File: config.mk
export PLATFORM = sky130hd
export DESIGN_NAME = multicycle_control_unit
export DESIGN_NICKNAME = d
export VERILOG_FILES = /design/src/rtl/cpu_ctrl_pkg.sv /design/src/rtl/instr_class_decoder.sv /design/src/rtl/multicycle_control_unit.sv
export SDC_FILE = /design/constraint.sdc
export NUM_CORES = 1
export LEC_CHECK = 0
export BUFFER_PORTS_ARGS = -buffer_cell sky130_fd_sc_hd__buf_2
export CAP_MARGIN = 40
export CORE_ASPECT_RATIO = 0.5
export CORE_MARGIN = 4
export CORE_UTILIZATION = 28
export DETAILED_ROUTE_END_ITERATION = 16
export GPL_TIMING_DRIVEN = 1
export HOLD_SLACK_MARGIN = 0.02
export PLACE_DENSITY = 0.44
export SLEW_MARGIN = 30
export SYNTH_ARGS = -nofsm -noshare
export SYNTH_HDL_FRONTEND = slang
export SYNTH_HIERARCHICAL = 1
export SYNTH_SLANG_ARGS = --single-unit
File: constraint.sdc
create_clock -name clk -period 3.2 [get_ports clk]
set_input_delay 0.16 -clock clk [delete_from_list [all_inputs] [get_ports clk]]
set_output_delay 0.16 -clock clk [all_outputs]
set_load 0.005 [all_outputs]
File: src/rtl/cpu_ctrl_pkg.sv
// rtl/cpu_ctrl_pkg.sv - shared encodings, opcodes and FSM states for the multi-cycle control unit
package cpu_ctrl_pkg;

    localparam logic [5:0] OP_RTYPE    = 6'b000000;
    localparam logic [5:0] OP_J        = 6'b000010;
    localparam logic [5:0] OP_JAL      = 6'b000011;
    localparam logic [5:0] OP_BEQ      = 6'b000100;
    localparam logic [5:0] OP_BNE      = 6'b000101;
    localparam logic [5:0] OP_ADDI     = 6'b001000;
    localparam logic [5:0] OP_ANDI     = 6'b001100;
    localparam logic [5:0] OP_ORI      = 6'b001101;
    localparam logic [5:0] OP_XORI     = 6'b001110;
    localparam logic [5:0] OP_SPECIAL2 = 6'b011100;
    localparam logic [5:0] OP_LW       = 6'b100011;
    localparam logic [5:0] OP_SW       = 6'b101011;

    localparam logic [5:0] F_JR   = 6'b001000;
    localparam logic [5:0] F_JALR = 6'b001001;
    localparam logic [5:0] F_DIV  = 6'b011010;
    localparam logic [5:0] F_MUL  = 6'b000010;

    localparam logic [1:0] PC_SRC_BRANCH = 2'b00;
    localparam logic [1:0] PC_SRC_JUMP   = 2'b01;
    localparam logic [1:0] PC_SRC_RS     = 2'b10;
    localparam logic [1:0] PC_SRC_PC1    = 2'b11;

    localparam logic [1:0] REG_DST_RT = 2'd0;
    localparam logic [1:0] REG_DST_RD = 2'd1;
    localparam logic [1:0] REG_DST_RA = 2'd2;

    localparam logic [2:0] ALU_ADD   = 3'b000;
    localparam logic [2:0] ALU_SUB   = 3'b001;
    localparam logic [2:0] ALU_AND   = 3'b010;
    localparam logic [2:0] ALU_OR    = 3'b100;
    localparam logic [2:0] ALU_XOR   = 3'b101;
    localparam logic [2:0] ALU_FUNCT = 3'b110;
    localparam logic [2:0] ALU_SUBN  = 3'b111;

    typedef enum logic [3:0] {
        CLS_R,
        CLS_IMM,
        CLS_LOAD,
        CLS_STORE,
        CLS_BEQ,
        CLS_BNE,
        CLS_J,
        CLS_JAL,
        CLS_JR,
        CLS_JALR,
        CLS_DIV,
        CLS_ILLEGAL
    } instr_class_e;

    typedef enum logic [3:0] {
        S_RST,
        S_FETCH,
        S_DECODE,
        S_R_EXEC,
        S_I_EXEC,
        S_BRANCH,
        S_JUMP,
        S_JREG,
        S_MEM_ADDR,
        S_MEM_RD,
        S_MEM_WR,
        S_WB_ALU,
        S_WB_MEM,
        S_DIV_WAIT,
        S_TRAP
    } state_e;

endpackage

File: src/rtl/instr_class_decoder.sv
// rtl/instr_class_decoder.sv - combinational opcode/funct to instruction class and immediate ALU op
module instr_class_decoder
    import cpu_ctrl_pkg::*;
#(
    parameter int OPCODE_W = 6,
    parameter int FUNCT_W  = 6,
    parameter int ALUOP_W  = 3
) (
    input  logic [OPCODE_W-1:0] opcode,
    input  logic [FUNCT_W-1:0]  funct,
    output instr_class_e        instr_class,
    output logic [ALUOP_W-1:0]  imm_alu_op
);

    always_comb begin
        instr_class = CLS_ILLEGAL;
        imm_alu_op  = ALUOP_W'(ALU_ADD);
        case (opcode)
            OPCODE_W'(OP_RTYPE): begin
                if (funct == FUNCT_W'(F_JR)) begin
                    instr_class = CLS_JR;
                end else if (funct == FUNCT_W'(F_JALR)) begin
                    instr_class = CLS_JALR;
                end else if (funct == FUNCT_W'(F_DIV)) begin
                    instr_class = CLS_DIV;
                end else begin
                    instr_class = CLS_R;
                end
            end
            // Only MUL is implemented from the SPECIAL2 space; other functs trap.
            OPCODE_W'(OP_SPECIAL2): begin
                if (funct == FUNCT_W'(F_MUL)) begin
                    instr_class = CLS_R;
                end
            end
            OPCODE_W'(OP_ADDI): begin
                instr_class = CLS_IMM;
                imm_alu_op  = ALUOP_W'(ALU_ADD);
            end
            OPCODE_W'(OP_ANDI): begin
                instr_class = CLS_IMM;
                imm_alu_op  = ALUOP_W'(ALU_AND);
            end
            OPCODE_W'(OP_ORI): begin
                instr_class = CLS_IMM;
                imm_alu_op  = ALUOP_W'(ALU_OR);
            end
            OPCODE_W'(OP_XORI): begin
                instr_class = CLS_IMM;
                imm_alu_op  = ALUOP_W'(ALU_XOR);
            end
            OPCODE_W'(OP_LW):  instr_class = CLS_LOAD;
            OPCODE_W'(OP_SW):  instr_class = CLS_STORE;
            OPCODE_W'(OP_BEQ): instr_class = CLS_BEQ;
            OPCODE_W'(OP_BNE): instr_class = CLS_BNE;
            OPCODE_W'(OP_J):   instr_class = CLS_J;
            OPCODE_W'(OP_JAL): instr_class = CLS_JAL;
            default:           instr_class = CLS_ILLEGAL;
        endcase
    end

endmodule

File: src/rtl/multicycle_control_unit.sv
// rtl/multicycle_control_unit.sv - multi-cycle MIPS control FSM with memory stall, divider wait and trap handling
module multicycle_control_unit
    import cpu_ctrl_pkg::*;
#(
    parameter int OPCODE_W    = 6,
    parameter int FUNCT_W     = 6,
    parameter int ALUOP_W     = 3,
    parameter int DIV_CYCLES  = 32,
    parameter int MEM_TIMEOUT = 15
) (
    input  logic                clk,
    input  logic                rst_n,
    input  logic [OPCODE_W-1:0] opcode,
    input  logic [FUNCT_W-1:0]  funct,
    input  logic                zero,
    input  logic                mem_ready,
    output logic                pc_write,
    output logic [1:0]          pc_src,
    output logic                ir_write,
    output logic [1:0]          reg_dst,
    output logic                mem_to_reg,
    output logic [ALUOP_W-1:0]  alu_op,
    output logic                alu_src_b,
    output logic                mem_read,
    output logic                mem_write,
    output logic                reg_write,
    output logic                div_start,
    output logic                hilo_write,
    output logic                illegal_instr,
    output logic                bus_error
);

    localparam int DIV_CNT_W  = (DIV_CYCLES > 1) ? $clog2(DIV_CYCLES) : 1;
    localparam int WAIT_CNT_W = $clog2(MEM_TIMEOUT + 1);
    localparam logic [DIV_CNT_W-1:0]  DIV_LAST   = DIV_CNT_W'(DIV_CYCLES - 1);
    localparam logic [WAIT_CNT_W-1:0] WAIT_LIMIT = WAIT_CNT_W'(MEM_TIMEOUT);

    state_e                  state_q, state_d;
    logic [DIV_CNT_W-1:0]    div_cnt_q, div_cnt_d;
    logic [WAIT_CNT_W-1:0]   wait_cnt_q, wait_cnt_d;
    instr_class_e            instr_class;
    logic [ALUOP_W-1:0]      imm_alu_op;
    logic                    mem_timeout;
    logic                    mem_state;

    instr_class_decoder #(
        .OPCODE_W (OPCODE_W),
        .FUNCT_W  (FUNCT_W),
        .ALUOP_W  (ALUOP_W)
    ) u_decoder (
        .opcode      (opcode),
        .funct       (funct),
        .instr_class (instr_class),
        .imm_alu_op  (imm_alu_op)
    );

    // A late ready on the limit cycle still completes the access.
    assign mem_timeout = (wait_cnt_q == WAIT_LIMIT) && !mem_ready;
    assign mem_state   = (state_q == S_FETCH) || (state_q == S_MEM_RD) || (state_q == S_MEM_WR);

    always_comb begin
        state_d       = state_q;
        pc_write      = 1'b0;
        pc_src        = PC_SRC_BRANCH;
        ir_write      = 1'b0;
        reg_dst       = REG_DST_RT;
        mem_to_reg    = 1'b0;
        alu_op        = ALUOP_W'(ALU_ADD);
        alu_src_b     = 1'b0;
        mem_read      = 1'b0;
        mem_write     = 1'b0;
        reg_write     = 1'b0;
        div_start     = 1'b0;
        hilo_write    = 1'b0;
        illegal_instr = 1'b0;
        bus_error     = 1'b0;

        case (state_q)
            S_RST: state_d = S_FETCH;
            S_FETCH: begin
                mem_read = !mem_timeout;
                if (mem_ready) begin
                    ir_write = 1'b1;
                    pc_write = 1'b1;
                    pc_src   = PC_SRC_PC1;
                    state_d  = S_DECODE;
                end else if (mem_timeout) begin
                    bus_error = 1'b1;
                    state_d   = S_TRAP;
                end
            end
            S_DECODE: begin
                case (instr_class)
                    CLS_R:                state_d = S_R_EXEC;
                    CLS_IMM:              state_d = S_I_EXEC;
                    CLS_LOAD, CLS_STORE:  state_d = S_MEM_ADDR;
                    CLS_BEQ, CLS_BNE:     state_d = S_BRANCH;
                    CLS_J, CLS_JAL:       state_d = S_JUMP;
                    CLS_JR, CLS_JALR:     state_d = S_JREG;
                    CLS_DIV: begin
                        div_start = 1'b1;
                        state_d   = S_DIV_WAIT;
                    end
                    default:              state_d = S_TRAP;
                endcase
            end
            S_R_EXEC: begin
                alu_op  = ALUOP_W'(ALU_FUNCT);
                state_d = S_WB_ALU;
            end
            S_I_EXEC: begin
                alu_src_b = 1'b1;
                alu_op    = imm_alu_op;
                state_d   = S_WB_ALU;
            end
            // The IR is stable, so re-deriving the ALU controls holds the result steady.
            S_WB_ALU: begin
                reg_write = 1'b1;
                if (instr_class == CLS_IMM) begin
                    alu_src_b = 1'b1;
                    alu_op    = imm_alu_op;
                    reg_dst   = REG_DST_RT;
                end else begin
                    alu_op  = ALUOP_W'(ALU_FUNCT);
                    reg_dst = REG_DST_RD;
                end
                state_d = S_FETCH;
            end
            S_BRANCH: begin
                pc_src = PC_SRC_BRANCH;
                if (instr_class == CLS_BNE) begin
                    alu_op   = ALUOP_W'(ALU_SUBN);
                    pc_write = !zero;
                end else begin
                    alu_op   = ALUOP_W'(ALU_SUB);
                    pc_write = zero;
                end
                state_d = S_FETCH;
            end
            S_JUMP: begin
                pc_write = 1'b1;
                pc_src   = PC_SRC_JUMP;
                if (instr_class == CLS_JAL) begin
                    reg_write = 1'b1;
                    reg_dst   = REG_DST_RA;
                end
                state_d = S_FETCH;
            end
            S_JREG: begin
                pc_write = 1'b1;
                pc_src   = PC_SRC_RS;
                if (instr_class == CLS_JALR) begin
                    reg_write = 1'b1;
                    reg_dst   = REG_DST_RA;
                end
                state_d = S_FETCH;
            end
            S_MEM_ADDR: begin
                alu_op    = ALUOP_W'(ALU_ADD);
                alu_src_b = 1'b1;
                state_d   = (instr_class == CLS_LOAD) ? S_MEM_RD : S_MEM_WR;
            end
            S_MEM_RD: begin
                mem_read = !mem_timeout;
                if (mem_ready) begin
                    state_d = S_WB_MEM;
                end else if (mem_timeout) begin
                    bus_error = 1'b1;
                    state_d   = S_TRAP;
                end
            end
            S_WB_MEM: begin
                reg_write  = 1'b1;
                mem_to_reg = 1'b1;
                reg_dst    = REG_DST_RT;
                state_d    = S_FETCH;
            end
            S_MEM_WR: begin
                mem_write = !mem_timeout;
                if (mem_ready) begin
                    state_d = S_FETCH;
                end else if (mem_timeout) begin
                    bus_error = 1'b1;
                    state_d   = S_TRAP;
                end
            end
            S_DIV_WAIT: begin
                if (div_cnt_q == DIV_LAST) begin
                    hilo_write = 1'b1;
                    state_d    = S_FETCH;
                end
            end
            S_TRAP: begin
                illegal_instr = 1'b1;
                state_d       = S_FETCH;
            end
            default: state_d = S_RST;
        endcase

        // Both counters only advance while the FSM stays put, so any state change clears them.
        div_cnt_d  = (state_q == S_DIV_WAIT && state_d == S_DIV_WAIT)
                   ? div_cnt_q + DIV_CNT_W'(1) : '0;
        wait_cnt_d = (mem_state && state_d == state_q)
                   ? wait_cnt_q + WAIT_CNT_W'(1) : '0;
    end

    always_ff @(posedge clk or negedge rst_n) begin
        if (!rst_n) begin
            state_q    <= S_RST;
            div_cnt_q  <= '0;
            wait_cnt_q <= '0;
        end else begin
            state_q    <= state_d;
            div_cnt_q  <= div_cnt_d;
            wait_cnt_q <= wait_cnt_d;
        end
    end

endmodule

# --- Word level (Yosys, flattened, before mapping) ---
# Cells that the tools add are included.
totals:
  ff_bits: 13
  in_bits: 16
  out_inout_bits: 18
op_classes:
  add_sub_neg: 2
  n_eq_ne: 43
  muxes: 45
  reduce_logical: 23
op_table:
  columns: ["cell", "n"]
  rows:
  - ["$eq 4x4->1 const B", 12]
  - ["$mux 4", 10]
  - ["$eq 6x4->1 const B", 6]
  - ["$pmux 4 s9", 1]
  - ["$eq 4x3->1 const B", 8]
  - ["$pmux 4 s8", 1]
  - ["$pmux 4 s7", 1]
  - ["$eq 6x2->1 const B", 3]
  - ["$mux 1", 18]
  - ["$reduce_or 2->1", 9]
  - ["$eq 4x2->1 const B", 4]
  - ["$eq 6x3->1 const B", 2]
  - ["$eq 6x5->1 const B", 2]
  - ["$eq 6x6->1 const B", 2]
  - ["$pmux 2 s3", 2]
  - ["$pmux 3 s4", 1]
  - ["$pmux 3 s3", 1]
  - ["$eq 4x1->1 const B", 2]
  - ["$logic_not 4->1", 2]
  - ["$mux 2", 4]
  - ["$reduce_or 7->1", 1]
  - ["$logic_not 6->1", 1]
  - ["$mux 3", 2]
  - ["$pmux 1 s3", 2]
  - ["other kinds (11)", 16]

# --- Longest topological paths before layout ---
# Gate-level depths: netlist of run 1.
depth:
  depth_word: 12
  mapped_depth: 10
  ltp_nobuf: 8

# --- By module ---
# The synthesis of run 1 kept the hierarchy.
by_module_without_submodules:
  columns: ["module", "instances", "cells_each", "area_per_inst_um2", "seq_area_each_um2"]
  rows:
  - ["multicycle_control_unit", 1, 170, 1313.8, 325.3]
  - ["instr_class_decoder", 1, 45, 271.5, 0.0]

# --- Least setup slack after synthesis of run 1 ---
# Ideal clock, no wire load.
synth_timing:
  kind: "input port to flip-flop"
  start: "input port opcode[1]"
  end: "register wait_cnt_q[2]"
  setup_time_ns: 0.079
  arrival_ns: 2.424
  required_time_ns: 3.121
  path_slack_ns: 0.697
  stages: 9
  n_path_buf: 1
  cell_sequence: "buf_2 > nor2b_4 > or4b_1 > o311ai_1 > o2111ai_1 > or4b_4 > a221oi_2 > nand4_2 > o21bai_1"
synth_between:
  elab_chain_cells: 10
  elab_cells_between_ends: 35
synth_rtl:
  columns: ["item", "line_no", "source"]
  rows:
  - ["from (decl)", "multicycle_control_unit.sv:13", "input logic [OPCODE_W-1:0] opcode,"]
  - ["$eq 6x4->1", "instr_class_decoder.sv:18", "case (opcode)"]
  - ["$reduce_or 4->1 (no source line)", null, null]
  - ["$pmux 4 s9 *", "instr_class_decoder.sv:18", null]
  - ["net instr_class[0]", "multicycle_control_unit.sv:41", "instr_class_e instr_class;"]
  - ["$eq 4x4->1 (tied with other cells)", "multicycle_control_unit.sv:93", "case (instr_class)"]
  - ["$reduce_or 2->1", "multicycle_control_unit.sv:93", null]
  - ["$pmux 4 s7", "multicycle_control_unit.sv:93", null]
  - ["$pmux 4 s8 *", "multicycle_control_unit.sv:78", "case (state_q)"]
  - ["$eq 4x4->1 *", "multicycle_control_unit.sv:203", "wait_cnt_d = (mem_state && state_d == state_q)"]
  - ["$logic_and 1x1->1 *", "multicycle_control_unit.sv:203", null]
  - ["$mux 4 *", "multicycle_control_unit.sv:204", "? wait_cnt_q + WAIT_CNT_W'(1) : '0;"]
  - ["net wait_cnt_d[2]", "multicycle_control_unit.sv:40", "logic [WAIT_CNT_W-1:0] wait_cnt_q, wait_cnt_d;"]
  - ["to (signal assigned)", "multicycle_control_unit.sv:215", "wait_cnt_q <= wait_cnt_d;"]
  - ["to (decl)", "multicycle_control_unit.sv:40", null]
# Mark *: on every way through the listed nets, which the timed path passes. The rest lies on a longest branch.

# --- Worst setup path in the final report of run 1 ---
layout_timing:
  start: "input port opcode[1]"
  end: "output port alu_op[1]"
layout_between:
  elab_chain_cells: 6
  elab_cells_between_ends: 20
layout_rtl:
  columns: ["item", "line_no", "source"]
  rows:
  - ["$eq 6x4->1", "instr_class_decoder.sv:18", null]
  - ["$reduce_or 4->1 (no source line)", null, null]
  - ["$pmux 4 s9 *", "instr_class_decoder.sv:18", null]
  - ["net instr_class[3]", "multicycle_control_unit.sv:41", null]
  - ["$eq 4x3->1 / $eq 4x1->1 (equally long branches)", "multicycle_control_unit.sv:131, multicycle_control_unit.sv:119", null]
  - ["$mux 3, on equally long branches", "multicycle_control_unit.sv:131, multicycle_control_unit.sv:119", null]
  - ["$pmux 3 s4 *", "multicycle_control_unit.sv:78", null]
  - ["to (decl)", "multicycle_control_unit.sv:22", "output logic [ALUOP_W-1:0] alu_op,"]
# Marks and branches as above.

==> results.toml, run 1 <==
[routing]
drcViolationCount = 0
routed_via_density = 5.31
avgRoutedWirePerCell_um = 14.2
antenna_left = 0
routed_wl_mm = 4.43
first_pass_iters = 4
drtIter0Drc = 76
dr_total_vias = 1663

[cts]
cts_made_buffers = 3
htree_levels = 1
cts.sinks = 13
cts_root_buf = "clkbuf_16"
clockBufferDepth = 2
cts_resized = 0
cts_tree = "built"
clk_pin_slew_ns = 0.05
clk_latency_ns = 0.24

[logic_synthesis]
synth-edff-count = 0
netlist-cell-type-count = 57
ys_seq_elements = 13
synth_ff_type = "dfrtp_1"
synthAdderAreaFrac = 0.0237
synth_top_family_by_area = "simple AND/OR/NAND/NOR gates"
ys_warn_count = 6
synth-simple-area-share = 0.423
synth_xor_area_frac = 0.0331
synth_area_um2 = 1590
synth-compound-area-share = 0.245
synthMuxAreaShare = 0.00631
avgSynthCellArea_um2 = 7.37
async_flop_share = 1.00
syn_inst = 215
seq_area_frac_synth = 0.205
synth_nets = 234

[global_routing]
antenna_found_initial = 0
grt_pass1_wl_mm = 7.22
grt_max_degree = 28
track_usage = 0.125
grt_pass1_vias = 1500
overflow = 0

[placed_design]
hpwlAfterDp_mm = 3.37
place_area_um2 = 1810
io_buffer_count = 33
place_congestion = 0.835

[flow_run]
cap_violations = 0

[layout]
final_core_util = 0.346
design_area_um2 = 1900
drive_gt1_frac = 0.217
area_growth_pct = 19.8
final_nets = 260
n_antenna_cell = 0

[setup_path]
slowest_delay_ns = 0.70
path_class = "in -> out"
cp.arrival_ns = 2.56
path_max_fanout = 11
cp_cell_sequence = "buf_2 > nor3_1 > nand4_1 > o211ai_1 > nor4b_1 > buf_4 > nor3_1 > nor2_1 > o21ai_0 > buf_2"
critPathLaunchType = "primary input"
cp-end-kind = "primary output"
slowest_stage = "o211ai_1"
worstPathRequired_ns = 3.04

[timing]
skew_ns = 0.00280
worst_slew_pin_slew_ns = 0.810
maxSlewViolCount = 0
timing.hold.ws_ns = 0.333
tns_ns = 0
fmax_mhz = 367
rsz0062_at_grt = "no"
report.final.hold_viol_count = 0
fin_crit_ns = 2.72
finalCritPeriodShare = 0.851
setup_violations = 0
slew_headroom = 0.460

[floorplanning]
coreArea_um2 = 5490
fp.dieW_um = 114
io_pins = 34
initial_core_util = 0.289
die_y_um = 61.2
dieArea_um2 = 7000
rows = 19

[pwr]
power_uw = 1200
p_leak_uw = 0.000783
power.density_nw_per_um2 = 630
ir_drop_mv = 0.187

[hold_path]
holdCritPathClass = "in -> async"

[run_status]
status = "finished clean"
worst paths after layout:
| path | from | to | slack [ns] | depth (start not counted) |
|---|---|---|---|---|
| worst max-delay path | opcode[1] | alu_op[1] | 0.48 | 10 |
| worst min register to register | div_cnt_q[0] | div_cnt_q[0] | 0.46 | 1 |
| worst max register to register | state_q[0] | state_q[3] | 1.12 | 4 |
| max in group asynchronous | rst_n | wait_cnt_q[3] | 2.64 | 2 |
| worst min-delay path | rst_n | state_q[0] | 0.33 | 2 |
| min in group clk | mem_ready | state_q[0] | 0.45 | 3 |
power breakdown:
group	switching, uW	leakage, uW	total (uW)	internal (uW)
combinational	364	0.000571	643	279
sequential	121	0.000173	319	198
clock	66.4	0.0000382	234	168
logic make-up after synthesis:
family,Yosys count
DFF,13
adders and majority gates,3
and+or+nand+nor,114
AOI/OAI and AO/OA,55
muxes,1
buffers and inverters,23
xor gates and xnor gates,6
worst max-delay path: cells and delay by family:
kind                   cells  cell delay [ns]
and+or+nand+nor            5             1.04
AOI/OAI and AO/OA          2             0.87
buffers and inverters      3             0.49
cell type report:
type	instances	area [um2]
Timing Repair Buffer	41	228
Clock buffer	4	78.8
Multi-Input combinational cell	179	1160
Tap cell	73	91.3
Sequential cell	13	325
Fill cell	586	3590
Inverter	3	11.3
cells in the mapped netlist (all sizes together), types with 2 or more instances:
cell     count  share of area
nor2        29          0.069
dfrtp       13           0.21
clkbuf      12          0.028
nand2       12          0.028
o21ai       11          0.035
a21oi       10          0.032
nand2b      10          0.039
nor2b       10          0.044
nor3        10          0.032
o2111ai     10          0.055
buf          8          0.028
nand3        8          0.025
xnor2        5          0.028
and2         4          0.016
and3         4          0.016
nand4        4          0.020
nor4b        4          0.026
o211ai       4          0.019
ha           3          0.024
inv          3         0.0071
nor3b        3          0.014
nor4bb       3          0.019
o21bai       3          0.014
a21o         2         0.0095
a31o         2          0.011
a31oi        2         0.0079
o311ai       2          0.011
o31ai        2         0.0095
or3          2         0.0079
or4b         2          0.015
state kept, by name (all words and copies together), names as in the netlist:
| name | flops |
|---|---|
| div_cnt_q | 5 |
| state_q | 4 |
| wait_cnt_q | 4 |
what timing repair did:
item,4_1_cts,5_1_grt
hold endpoints to repair,13,0
setup buffers,0,0
hold buffers,1,0
placed cells by master (no fill, tap or decap), drive strengths merged, types with 4 or more instances in the layout:
master,Yosys,routed
xnor2,5,5
a21oi,10,10
o2111ai,10,10
nand2b,10,10
nand2,12,12
nand4,4,4
clkbuf,12,4
o21ai,11,11
o211ai,4,4
nor4b,4,4
and2,4,4
and3,4,4
dfrtp,13,13
nor2,29,29
nor2b,10,10
nor3,10,10
buf,8,40
nand3,8,8
through the flow:
step	setup slack, ns	instances
global route	0.144	313
detailed placement	0.391	308
floorplan	0.697	215
finish	0.475	313
CTS	0.474	313
global placement	0.412	307
metal layers:
metal | global-route usage | wire (um)
met1 | 0.176 | 2250
met4 | 0.0254 | 28
met5 | 0 | 0
met2 | 0.208 | 1980
met3 | 0.0177 | 175
(Power assumes the default switching activity.)
==> run 2: changes to the inputs <==
--- a/config.mk
+++ b/config.mk
@@ -8,3 +8,2 @@
 export BUFFER_PORTS_ARGS = -buffer_cell sky130_fd_sc_hd__buf_2
-export CAP_MARGIN = 40
 export CORE_ASPECT_RATIO = 0.5
==> constraint.sdc (replaced) <==
create_clock -name clk -period 3.2 [get_ports clk]
set_input_delay 0.32 -clock clk [delete_from_list [all_inputs] [get_ports clk]]
set_output_delay 0.32 -clock clk [all_outputs]
set_load 0.005 [all_outputs]
==> results.toml, run 2 (synthesis gave the netlist of run 1 again) <==
[floorplanning]
initial_core_util = 0.289
die_y_um = 61.2
coreArea_um2 = 5490
rows = 19
fp.dieW_um = 114
io_pins = 34
dieArea_um2 = 7000

[placed_design]
dp_worst_setup_slack_ns = 0.216
place_area_um2 = 1820
io_buffer_count = 33
place_congestion = 0.841
hpwlAfterDp_mm = 3.40

[cts]
cts_made_buffers = 3
clk_pin_slew_ns = 0.05
htree_levels = 1
clk_latency_ns = 0.24
cts_root_buf = "clkbuf_16"
cts.sinks = 13
clockBufferDepth = 2
cts_tree = "built"

[global_routing]
grt_max_degree = 28
antenna_found_initial = 0
track_usage = 0.134
grt_pass1_wl_mm = 7.64
grt_pass1_vias = 1565
overflow = 0

[setup_path]
path_max_fanout = 9
cp-end-kind = "primary output"
crit_family = "simple AND/OR/NAND/NOR gates"
crit_path_start = "opcode[2]"
cp_cell_sequence = "buf_2 > nor2b_4 > or4b_1 > o311ai_1 > o2111ai_2 > nor4b_1 > nor3_1 > nor2_1 > o21ai_0 > buf_2"
path_class = "in -> out"
slowest_delay_ns = 0.45
worstPathRequired_ns = 2.88
critPathLaunchType = "primary input"
worst-path-buf-inv = 2
reg2reg_from = "state_q[0]"
cpMostUsedCell = "buf_2"
slowest_stage = "or4b_1"
cp.arrival_ns = 2.49

[timing]
maxSlewViolCount = 0
setup_slack_ns = 0.394
worst_slew_pin_slew_ns = 0.797
rsz0062_at_grt = "no"
fin_crit_ns = 2.81
finalCritPeriodShare = 0.877
fmax_mhz = 356
slew_headroom = 0.469
skew_ns = 0.00157
tns_ns = 0
setup_violations = 0
report.final.hold_viol_count = 0

[routing]
avgRoutedWirePerCell_um = 14.7
first_pass_iters = 4
drtIter0Drc = 76
antenna_left = 0
routed_wl_mm = 4.61
dr_total_vias = 1672
drcViolationCount = 0
routed_via_density = 5.32

[layout]
regArea_um2 = 325
drive_gt1_frac = 0.224
n_fill_cell = 582
largest_reg_flops = 5
final_cell_mix = "buf_2 (33), nor2_1 (29), dfrtp_1 (13)"
final_nets = 261
design_area_um2 = 1910
reg_top3 = "div_cnt_q (5), state_q (4), wait_cnt_q (4)"
layout_commonest_cell = "buf_2"
top_register = "div_cnt_q"
area_growth_pct = 20.7
multi_input_area_um2 = 1170
n_antenna_cell = 0
final_core_util = 0.348

[hold_path]
holdCritPathClass = "reg -> reg"
min_from = "div_cnt_q[0]"

[pwr]
p_leak_uw = 0.000789
ir_drop_mv = 0.255
power.density_nw_per_um2 = 637

[run_status]
status = "finished clean"

[flow_run]
cap_violations = 0
[run 2: power by group]
part | internal, uW | switching, uW
registers | 199 | 101
clock network | 168 | 68.6
logic | 286 | 397
total | 652 | 566
[run 2: timing repair]
action	in CTS	in global routing
resized for setup	0	1
setup buffers	0	0
endpoints found under the hold margin	13	0
endpoints found under the setup margin	0	1
hold buffers	1	0
[run 2: layer usage]
layer,share of wire,GRT usage,vias to the layer above
met1,0.51,0.187,785
met4,0.0041,0.0203,0
li1,-,-,848
met3,0.038,0.0216,2
met5,0,0,-
met2,0.45,0.227,37
[run 2: per-stage QoR]
step                hold slack (ns)  total power [uW]  cells
finish                        0.462              1220    314
global route                  0.480              1330    314
CTS                           0.461              1230    314
detailed placement            0.225               981    309
global placement              0.228               981    309
floorplan                    0.0244               771    215
[run 2: cell type report]
cell class              instances  share of cell area
clock buffers                   4              0.0412
inverters                       3             0.00589
multi-input cells             179               0.612
flip-flops and latches         13               0.170
well taps                      73              0.0477
repair buffers                 42               0.123
[run 2: final timing paths]
| check | to | slack [ns] | cells past startpoint |
|---|---|---|---|
| worst max-delay path | alu_op[2] | 0.39 | 10 |
| worst min-delay path | div_cnt_q[0] | 0.46 | 1 |
| worst max register to register | state_q[3] | 1.09 | 4 |
| worst min register to register | div_cnt_q[0] | 0.46 | 1 |
| max in group asynchronous | wait_cnt_q[2] | 2.48 | 2 |
| min in group asynchronous | state_q[3] | 0.50 | 2 |
